File: src/rtl/data_cache_pkg.sv
// Shared types and geometry helpers for the direct-mapped write-through data cache.
package data_cache_pkg;

  typedef enum logic [1:0] {
    IDLE   = 2'd0,
    REFILL = 2'd1,
    WRITE  = 2'd2
  } state_e;

  typedef logic [3:0][7:0] word_t;

  function automatic int offset_w(input int words_per_line);
    return $clog2(words_per_line);
  endfunction

  function automatic int index_w(input int sets);
    return $clog2(sets);
  endfunction

  // Tag takes whatever is left above offset, index and the 2-bit byte offset.
  function automatic int tag_w(input int addr_width, input int sets, input int words_per_line);
    return addr_width - $clog2(sets) - $clog2(words_per_line) - 2;
  endfunction

endpackage

File: src/rtl/data_cache_if.sv
// Single-word request/acknowledge bus between the cache (master) and main data memory (slave).
interface data_cache_if #(
  parameter int ADDR_WIDTH = 32,
  parameter int DATA_WIDTH = 32
);

  logic                  mem_req_o;
  logic                  mem_we_o;
  logic [ADDR_WIDTH-1:0] mem_addr_o;
  logic [DATA_WIDTH-1:0] mem_wdata_o;
  logic [DATA_WIDTH-1:0] mem_rdata_i;
  logic                  mem_ack_i;

  modport master (
    output mem_req_o, mem_we_o, mem_addr_o, mem_wdata_o,
    input  mem_rdata_i, mem_ack_i
  );

  modport slave (
    input  mem_req_o, mem_we_o, mem_addr_o, mem_wdata_o,
    output mem_rdata_i, mem_ack_i
  );

endinterface

File: src/rtl/data_cache_array.sv
// Valid/tag/data storage: asynchronous read at index/offset, synchronous word and tag writes.
module data_cache_array
  import data_cache_pkg::*;
#(
  parameter int DATA_WIDTH     = 32,
  parameter int ADDR_WIDTH     = 32,
  parameter int SETS           = 16,
  parameter int WORDS_PER_LINE = 4
) (
  input  logic                                   clk_i,
  input  logic                                   clr_i,
  input  logic [index_w(SETS)-1:0]               index_i,
  input  logic [offset_w(WORDS_PER_LINE)-1:0]    rd_offset_i,
  input  logic [offset_w(WORDS_PER_LINE)-1:0]    wr_offset_i,
  input  logic                                   word_we_i,
  input  logic [3:0][DATA_WIDTH/4-1:0]           wr_data_i,
  input  logic                                   tag_we_i,
  input  logic [tag_w(ADDR_WIDTH, SETS, WORDS_PER_LINE)-1:0] tag_i,
  output logic [3:0][DATA_WIDTH/4-1:0]           rd_data_o,
  output logic [tag_w(ADDR_WIDTH, SETS, WORDS_PER_LINE)-1:0] rd_tag_o,
  output logic                                   rd_valid_o
);

  localparam int TAG_W = tag_w(ADDR_WIDTH, SETS, WORDS_PER_LINE);

  logic [3:0][DATA_WIDTH/4-1:0] data_q  [SETS][WORDS_PER_LINE];
  logic [TAG_W-1:0]             tag_q   [SETS];
  logic [SETS-1:0]              valid_q;

  assign rd_data_o  = data_q[index_i][rd_offset_i];
  assign rd_tag_o   = tag_q[index_i];
  assign rd_valid_o = valid_q[index_i];

  // Word storage, written by refill data or by a store hit; not reset.
  always_ff @(posedge clk_i) begin
    if (word_we_i) begin
      data_q[index_i][wr_offset_i] <= wr_data_i;
    end
  end

  // Tag storage, written when the last word of a refill lands; not reset.
  always_ff @(posedge clk_i) begin
    if (tag_we_i) begin
      tag_q[index_i] <= tag_i;
    end
  end

  // Valid bits: clear wins over a same-cycle tag write so an aborted refill never validates.
  always_ff @(posedge clk_i) begin
    if (clr_i) begin
      valid_q <= {SETS{1'b0}};
    end else if (tag_we_i) begin
      valid_q[index_i] <= 1'b1;
    end
  end

endmodule

File: src/rtl/data_cache.sv
// Direct-mapped, write-allocate, write-through data cache: FSM, refill counter and memory bus drivers.
module data_cache
  import data_cache_pkg::*;
#(
  parameter int DATA_WIDTH     = 32,
  parameter int ADDR_WIDTH     = 32,
  parameter int SETS           = 16,
  parameter int WORDS_PER_LINE = 4
) (
  input  logic                         clk_i,
  input  logic                         rst_i,
  input  logic [ADDR_WIDTH-1:0]        addr_i,
  input  logic                         memRead_i,
  input  logic                         memWrite_i,
  input  logic [3:0][DATA_WIDTH/4-1:0] writeData_i,
  output logic [3:0][DATA_WIDTH/4-1:0] readData_o,
  output logic                         stall_o,
  data_cache_if.master                 mem
);

  localparam int OFFSET_W = offset_w(WORDS_PER_LINE);
  localparam int INDEX_W  = index_w(SETS);
  localparam int TAG_W    = tag_w(ADDR_WIDTH, SETS, WORDS_PER_LINE);
  localparam logic [OFFSET_W-1:0] LAST_WORD = OFFSET_W'(WORDS_PER_LINE - 1);

  state_e                state_q;
  logic [OFFSET_W-1:0]   refill_cnt_q;
  logic                  mem_req_q;
  logic                  mem_we_q;
  logic [ADDR_WIDTH-1:0] mem_addr_q;
  logic [DATA_WIDTH-1:0] mem_wdata_q;

  logic [OFFSET_W-1:0]   offset_s;
  logic [INDEX_W-1:0]    index_s;
  logic [TAG_W-1:0]      tag_s;
  logic [TAG_W-1:0]      rd_tag_s;
  logic                  rd_valid_s;
  logic                  access_s;
  logic                  hit_s;
  logic                  miss_s;
  logic                  write_hit_s;
  logic                  last_ack_s;
  logic                  unused_s;

  logic                         word_we_s;
  logic                         tag_we_s;
  logic [OFFSET_W-1:0]          wr_offset_s;
  logic [3:0][DATA_WIDTH/4-1:0] wr_word_s;

  assign offset_s = addr_i[OFFSET_W+1:2];
  assign index_s  = addr_i[OFFSET_W+2 +: INDEX_W];
  assign tag_s    = addr_i[ADDR_WIDTH-1 -: TAG_W];
  assign unused_s = ^addr_i[1:0];

  assign access_s    = memRead_i | memWrite_i;
  assign hit_s       = rd_valid_s & (rd_tag_s == tag_s);
  assign miss_s      = access_s & ~hit_s;
  assign write_hit_s = memWrite_i & hit_s;
  assign last_ack_s  = mem.mem_ack_i & (refill_cnt_q == LAST_WORD);

  data_cache_array #(
    .DATA_WIDTH     (DATA_WIDTH),
    .ADDR_WIDTH     (ADDR_WIDTH),
    .SETS           (SETS),
    .WORDS_PER_LINE (WORDS_PER_LINE)
  ) u_array (
    .clk_i       (clk_i),
    .clr_i       (rst_i),
    .index_i     (index_s),
    .rd_offset_i (offset_s),
    .wr_offset_i (wr_offset_s),
    .word_we_i   (word_we_s),
    .wr_data_i   (wr_word_s),
    .tag_we_i    (tag_we_s),
    .tag_i       (tag_s),
    .rd_data_o   (readData_o),
    .rd_tag_o    (rd_tag_s),
    .rd_valid_o  (rd_valid_s)
  );

  // Pipeline freeze: misses and store hits stall in IDLE; a write-through releases on its ack.
  always_comb begin
    stall_o = 1'b0;
    case (state_q)
      IDLE: begin
        if (miss_s || write_hit_s) begin
          stall_o = 1'b1;
        end else begin
          stall_o = 1'b0;
        end
      end
      REFILL:  stall_o = 1'b1;
      WRITE:   stall_o = ~mem.mem_ack_i;
      default: stall_o = 1'b0;
    endcase
  end

  // Array write steering: refill data by counter, or the merged store word on a write hit.
  always_comb begin
    word_we_s   = 1'b0;
    tag_we_s    = 1'b0;
    wr_offset_s = offset_s;
    wr_word_s   = writeData_i;
    if (rst_i) begin
      word_we_s = 1'b0;
      tag_we_s  = 1'b0;
    end else begin
      case (state_q)
        IDLE: begin
          word_we_s = write_hit_s;
        end
        REFILL: begin
          word_we_s   = mem.mem_ack_i;
          tag_we_s    = last_ack_s;
          wr_offset_s = refill_cnt_q;
          wr_word_s   = mem.mem_rdata_i;
        end
        WRITE: begin
          word_we_s = 1'b0;
        end
        default: begin
          word_we_s = 1'b0;
          tag_we_s  = 1'b0;
        end
      endcase
    end
  end

  // Control FSM with registered bus outputs; refill walks words 0..WPL-1 back to back.
  always_ff @(posedge clk_i) begin
    if (rst_i) begin
      state_q      <= IDLE;
      refill_cnt_q <= {OFFSET_W{1'b0}};
      mem_req_q    <= 1'b0;
      mem_we_q     <= 1'b0;
      mem_addr_q   <= {ADDR_WIDTH{1'b0}};
      mem_wdata_q  <= {DATA_WIDTH{1'b0}};
    end else begin
      case (state_q)
        IDLE: begin
          if (miss_s) begin
            state_q      <= REFILL;
            refill_cnt_q <= {OFFSET_W{1'b0}};
            mem_req_q    <= 1'b1;
            mem_we_q     <= 1'b0;
            mem_addr_q   <= {tag_s, index_s, {OFFSET_W{1'b0}}, 2'b00};
          end else if (write_hit_s) begin
            state_q     <= WRITE;
            mem_req_q   <= 1'b1;
            mem_we_q    <= 1'b1;
            mem_addr_q  <= {addr_i[ADDR_WIDTH-1:2], 2'b00};
            mem_wdata_q <= writeData_i;
          end else begin
            mem_req_q <= 1'b0;
            mem_we_q  <= 1'b0;
          end
        end
        REFILL: begin
          if (last_ack_s) begin
            state_q      <= IDLE;
            refill_cnt_q <= {OFFSET_W{1'b0}};
            mem_req_q    <= 1'b0;
          end else if (mem.mem_ack_i) begin
            refill_cnt_q <= refill_cnt_q + OFFSET_W'(1);
            mem_addr_q   <= {tag_s, index_s, refill_cnt_q + OFFSET_W'(1), 2'b00};
          end
        end
        WRITE: begin
          if (mem.mem_ack_i) begin
            state_q   <= IDLE;
            mem_req_q <= 1'b0;
            mem_we_q  <= 1'b0;
          end
        end
        default: begin
          state_q      <= IDLE;
          refill_cnt_q <= {OFFSET_W{1'b0}};
          mem_req_q    <= 1'b0;
          mem_we_q     <= 1'b0;
        end
      endcase
    end
  end

  assign mem.mem_req_o   = mem_req_q;
  assign mem.mem_we_o    = mem_we_q;
  assign mem.mem_addr_o  = mem_addr_q;
  assign mem.mem_wdata_o = mem_wdata_q;

endmodule

File: src/flat_wrapper.sv
// flat-port wrapper written by rule: the top's interface ports become plain ports
module data_cache_flat import data_cache_pkg::*;
#(
  parameter int DATA_WIDTH     = 32,
  parameter int ADDR_WIDTH     = 32,
  parameter int SETS           = 16,
  parameter int WORDS_PER_LINE = 4
)
  (clk_i, rst_i, addr_i, memRead_i, memWrite_i, writeData_i, readData_o, stall_o, mem_mem_req_o, mem_mem_we_o, mem_mem_addr_o, mem_mem_wdata_o, mem_mem_rdata_i, mem_mem_ack_i);
  data_cache_if #(.ADDR_WIDTH(ADDR_WIDTH), .DATA_WIDTH(DATA_WIDTH)) mem_i ();
  input  logic clk_i;
  input  logic rst_i;
  input  logic [ADDR_WIDTH-1:0] addr_i;
  input  logic memRead_i;
  input  logic memWrite_i;
  input  logic [3:0][DATA_WIDTH/4-1:0] writeData_i;
  output logic [3:0][DATA_WIDTH/4-1:0] readData_o;
  output logic stall_o;
  output wire logic [$bits(mem_i.mem_req_o)-1:0] mem_mem_req_o;
  output wire logic [$bits(mem_i.mem_we_o)-1:0] mem_mem_we_o;
  output wire logic [$bits(mem_i.mem_addr_o)-1:0] mem_mem_addr_o;
  output wire logic [$bits(mem_i.mem_wdata_o)-1:0] mem_mem_wdata_o;
  input wire logic [$bits(mem_i.mem_rdata_i)-1:0] mem_mem_rdata_i;
  input wire logic [$bits(mem_i.mem_ack_i)-1:0] mem_mem_ack_i;
  assign mem_mem_req_o = mem_i.mem_req_o;
  assign mem_mem_we_o = mem_i.mem_we_o;
  assign mem_mem_addr_o = mem_i.mem_addr_o;
  assign mem_mem_wdata_o = mem_i.mem_wdata_o;
  assign mem_i.mem_rdata_i = mem_mem_rdata_i;
  assign mem_i.mem_ack_i = mem_mem_ack_i;
  data_cache #(.DATA_WIDTH(DATA_WIDTH), .ADDR_WIDTH(ADDR_WIDTH), .SETS(SETS), .WORDS_PER_LINE(WORDS_PER_LINE)) u_core (.clk_i(clk_i), .rst_i(rst_i), .addr_i(addr_i), .memRead_i(memRead_i), .memWrite_i(memWrite_i), .writeData_i(writeData_i), .readData_o(readData_o), .stall_o(stall_o), .mem(mem_i));
endmodule
File: config.mk
export PLATFORM = sky130hd
export DESIGN_NAME = data_cache_flat
export DESIGN_NICKNAME = d
export VERILOG_FILES = /design/src/rtl/data_cache_pkg.sv /design/src/rtl/data_cache_if.sv /design/src/rtl/data_cache_array.sv /design/src/rtl/data_cache.sv /design/src/flat_wrapper.sv
export SDC_FILE = /design/constraint.sdc
export NUM_CORES = 2
export LEC_CHECK = 0
export ABC_AREA = 1
export CORE_MARGIN = 4
export CORE_UTILIZATION = 35
export DETAILED_ROUTE_END_ITERATION = 6
export PLACE_DENSITY = 0.47
export SLEW_MARGIN = 10
export SYNTH_ARGS = -nofsm -noshare
export SYNTH_HDL_FRONTEND = slang
export SYNTH_SLANG_ARGS = --single-unit
export TNS_END_PERCENT = 30
File: constraint.sdc
create_clock -name clk_i -period 5.9 [get_ports clk_i]
set_input_delay 1.475 -clock clk_i [delete_from_list [all_inputs] [get_ports clk_i]]
set_output_delay 1.475 -clock clk_i [all_outputs]
set_load 0.05 [all_outputs]
==> metrics.txt <==
# TYPE chip_impl_metric gauge
chip_impl_metric{name="leakage_component_of_the_power",unit="nW"} 38.1
chip_impl_metric{name="synth_area_per_cell",unit="µm²"} 14.7
chip_impl_info{name="grt_setup_unrepaired",value="yes"} 1
chip_impl_metric{name="clk_pin_slew_worst_paths",unit="ps"} 60
chip_impl_metric{name="cts_buffers",unit=""} 278
chip_impl_info{name="min_path_type",value="reg -> reg"} 1
chip_impl_metric{name="timing.max_cap.violations",unit=""} 0
chip_impl_metric{name="synth.distinct_cells",unit=""} 42
chip_impl_metric{name="io_pins",unit=""} 200
chip_impl_metric{name="cellPowerDensity",unit="nW/µm²"} 337
chip_impl_metric{name="grt_pass1_vias",unit=""} 57900
chip_impl_metric{name="postSynthRegisterBits",unit=""} 2516
chip_impl_metric{name="final_report_setup_violation_count",unit=""} 0
chip_impl_metric{name="synth-warning-count",unit=""} 0
chip_impl_metric{name="grt_antenna_before_repair",unit=""} 24
chip_impl_metric{name="cp.arrival",unit="ps"} 4370
chip_impl_metric{name="layout_worst_path_cycle_share",unit=""} 0.991
chip_impl_metric{name="async_reset_ff_frac",unit=""} 0
chip_impl_metric{name="dpl_worst_slack",unit="ps"} -193
chip_impl_info{name="crit_chain",value="clkdlybuf4s50_1 > inv_1 > nor2_4 > inv_6 > buf_12 > buf_4 > a21oi_1 > nor4_2 > buf_4 > a21oi_1 > o41ai_2 > buf_4 > nand2_1 > buf_12"} 1
chip_impl_info{name="final_common_cell",value="edfxtp_1"} 1
chip_impl_metric{name="slew_viol_final",unit=""} 0
chip_impl_metric{name="grt_usage",unit=""} 0.215
chip_impl_metric{name="fill_cells",unit=""} 24200
chip_impl_info{name="critical_path.reg2reg.endpoint",value="u_core.u_array.data_q[14][44]"} 1
chip_impl_metric{name="grt_first_pass_wirelength",unit="µm"} 435000
chip_impl_metric{name="detail_route.vias_per_cell",unit=""} 5.47
chip_impl_metric{name="drc",unit=""} 0
chip_impl_metric{name="drt_pre_antenna_iters",unit=""} 6
chip_impl_metric{name="detailedPlacementHpwl",unit="µm"} 185000
chip_impl_metric{name="grt_remaining_overflow",unit=""} 0
chip_impl_metric{name="floorplan.core_area",unit="µm²"} 269000
chip_impl_metric{name="tritoncts_sink_count",unit=""} 2516
chip_impl_metric{name="r2r_slack",unit="ps"} 2380
chip_impl_metric{name="synth_enable_flop_cells",unit=""} 2432
chip_impl_metric{name="worstSkewPairLatency",unit="ps"} 850
chip_impl_info{name="yosys_most_used_dff",value="edfxtp_1"} 1
chip_impl_metric{name="timing_hold_violations_final",unit=""} 0
chip_impl_metric{name="grt_max_degree",unit=""} 84
chip_impl_metric{name="timing.slew.headroom",unit=""} 0.199
chip_impl_metric{name="height_of_the_die",unit="µm"} 528
chip_impl_metric{name="power",unit="W"} 0.0389
chip_impl_metric{name="post_drt_wl_per_cell",unit="µm"} 28.5
chip_impl_metric{name="vdd_drop_max",unit="µV"} 212
chip_impl_metric{name="fmax",unit="MHz"} 171
chip_impl_info{name="slowest_library_cell_on_the_worst_path",value="clkdlybuf4s50_1"} 1
chip_impl_info{name="status",value="finished clean"} 1
chip_impl_info{name="critical_path.endpoint_type",value="output pin"} 1
chip_impl_metric{name="cts.htree.levels",unit=""} 5
chip_impl_info{name="layout_common_cells",value="edfxtp_1 (2432), nand2_1 (1214), a22oi_1 (957), a21oi_1 (536), buf_4 (422)"} 1
chip_impl_metric{name="critPathRequiredTime",unit="ps"} 4430
chip_impl_info{name="tritoncts",value="built"} 1
chip_impl_metric{name="via_count",unit=""} 59300
chip_impl_metric{name="die_area",unit="µm²"} 279000
chip_impl_metric{name="antenna_left",unit=""} 0
chip_impl_info{name="startpoint_type",value="primary input"} 1
chip_impl_metric{name="critical_path_buffer_and_inverter_count",unit=""} 8
chip_impl_metric{name="utilization",unit=""} 0.430
chip_impl_metric{name="cts.repair_timing.setup_buffer_count",unit=""} 0
chip_impl_metric{name="start_util",unit=""} 0.353
chip_impl_metric{name="worst_hold_path.num_cells",unit=""} 2
chip_impl_metric{name="postSynthCellCount",unit=""} 6432
chip_impl_metric{name="drive_above_1_share",unit=""} 0.156
chip_impl_metric{name="cp.depth",unit=""} 14
chip_impl_metric{name="worstMarginPinSlew",unit="ps"} 1200
chip_impl_metric{name="synth_seq_area_share",unit=""} 0.788
chip_impl_info{name="min-delay-start",value="u_core.mem.mem_wdata_o[31]"} 1
chip_impl_metric{name="worstPathMaxFanout",unit=""} 8
chip_impl_metric{name="nets",unit=""} 7183
chip_impl_metric{name="setup_total_negative_slack",unit="ps"} 0
chip_impl_metric{name="worst_r2r_path_depth",unit=""} 18
chip_impl_metric{name="setup_slack",unit="ps"} 50.2
chip_impl_metric{name="clk_path_buf_depth",unit=""} 4
chip_impl_info{name="worstSetupPathType",value="in -> out"} 1
chip_impl_metric{name="post-route-min-period",unit="ps"} 5850
chip_impl_metric{name="final.setup_skew",unit="ps"} 60.6
chip_impl_info{name="startpoint_of_the_lowest_slack_register_to_register_path",value="u_core.u_array.tag_q[9][21]"} 1
chip_impl_metric{name="post_synthesis_cell_area",unit="µm²"} 94800
chip_impl_metric{name="die_w",unit="µm"} 528
chip_impl_metric{name="worst_hold_slack",unit="ps"} 443
chip_impl_metric{name="drt_iter0_markers",unit=""} 6115
chip_impl_info{name="critPathMostFrequentCell",value="buf_4"} 1
chip_impl_metric{name="cpPeakStageDelay",unit="ps"} 560
chip_impl_info{name="timing.hold.worst_endpoint",value="u_core.mem.mem_wdata_o[31]"} 1
chip_impl_metric{name="routed_wirelength",unit="µm"} 308000
chip_impl_metric{name="rows",unit=""} 190
chip_impl_metric{name="place_congestion",unit=""} 0.797
chip_impl_info{name="clock-root-buffer",value="clkbuf_16"} 1
chip_impl_metric{name="areaGrowthSynthToFinish",unit="%"} 21.9
chip_impl_metric{name="port-buffer-count",unit=""} 195
chip_impl_info{name="path_delay_family",value="buffers and inverters"} 1
[worst max-delay path by stage]
stage,from,end,slack [ps]
after floorplan,addr_i[4],readData_o[19],-6
after global placement,addr_i[6],readData_o[23],-240
after detailed placement,addr_i[6],readData_o[23],-190
after CTS,addr_i[6],readData_o[19],1
after global routing,addr_i[6],readData_o[29],-60
final,addr_i[6],readData_o[29],50
[power breakdown]
part / internal [W] / switching [W] / leakage (nW) / total [W]
clock: 0.00933 / 0.00696 / 4.09 / 0.0163
sequential: 0.0198 / 0.0000159 / 22.6 / 0.0198
combinational: 0.000809 / 0.00199 / 11.4 / 0.00280
total: 0.0299 / 0.00897 / 38.1 / 0.0389
[state kept, by name, indices dropped and copies added (netlist names)]
signal,cells
u_core.mem.mem_we_o,1
u_core.u_array.data_q,2048
u_core.mem.mem_addr_o,30
u_core.refill_cnt_q,2
u_core.u_array.tag_q,384
u_core.u_array.valid_q,16
u_core.state_q,2
u_core.mem.mem_wdata_o,32
u_core.mem.mem_req_o,1
[cells in the mapped netlist (2+ instances only)]
library cell  number  area, µm²
nand2_2            5       31.3
dfxtp_1           84       1680
buf_2             62        310
edfxtp_1        2432      73000
nor3_1            14       70.1
nor4_1            77        482
a21oi_1          537       2690
inv_1             94        353
or4_1             21        158
a22oi_1          957       7180
o311ai_0           3       26.3
a32o_1             2       20.0
clkbuf_1         281       1050
inv_2              4       15.0
o21ai_1            9       45.0
nand2_1         1247       4680
o2111ai_1          3       26.3
a221oi_1           7       61.3
a31oi_1           56        350
o41ai_1           17        149
or3_1              3       18.8
nand3_1           92        460
o31ai_1            2       15.0
clkinv_1           2       7.51
nor2_1           243        912
nand4_1           11       68.8
buf_1             60        225
buf_4              7       52.6
a22o_1             8       70.1
o21ai_0           78        390
or2_2              3       18.8
[through the flow]
| step | instances | instance area, µm² |
|---|---|---|
| floorplan | 6433 | 94800 |
| global placement | 10400 | 107000 |
| detailed placement | 10400 | 107000 |
| CTS | 10800 | 115000 |
| global route | 10800 | 115000 |
| finish | 10800 | 115000 |
[per-layer routing]
metal	track usage	routed length (µm)	vias up
met5	0	84	-
met4	0.0551	7680	14
met3	0.0414	23100	427
met2	0.339	142000	2254
met1	0.306	136000	30600
li1	-	-	26000
[logic make-up (layout without fill, tap and decap cells)]
group | count (synthesis) | after routing | share of synthesized area
buffers and inverters | 511 | 1361 | 0.0214
and+or+nand+nor | 1719 | 1719 | 0.0731
AOI/OAI and AO/OA | 1684 | 1684 | 0.117
DFF | 2516 | 2516 | 0.788
other | 1 | 6 | 0.0000396
adders and majority gates | 1 | 1 | 0.000132
[area by class of cell]
class / instances / area [µm²] / area share
Multi-Input combinational cell: 3406 / 18900 / 0.163
Timing Repair Buffer: 779 / 8690 / 0.0753
Inverter: 100 / 403 / 0.00349
Clock inverter: 122 / 877 / 0.00760
Clock buffer: 360 / 7470 / 0.0647
Antenna cell: 4 / 10.0 / 0.0000867
Sequential cell: 2516 / 74700 / 0.647
Tap cell: 3552 / 4440 / 0.0385
[tightest hold or removal path: stages (launching register included)]
cell and delay (ps):
dfxtp_1 310, inv_1 40, a21oi_1 50
[timing repair]
action | 4_1_cts | 5_1_grt
hold endpoints to repair | 0 | 0
endpoints found under the setup margin | 9 | 12
cloned | 0 | 0
resized for setup | 9 | 16
hold buffers | 0 | 0
Note: power is estimated with default switching activity, not from simulation.
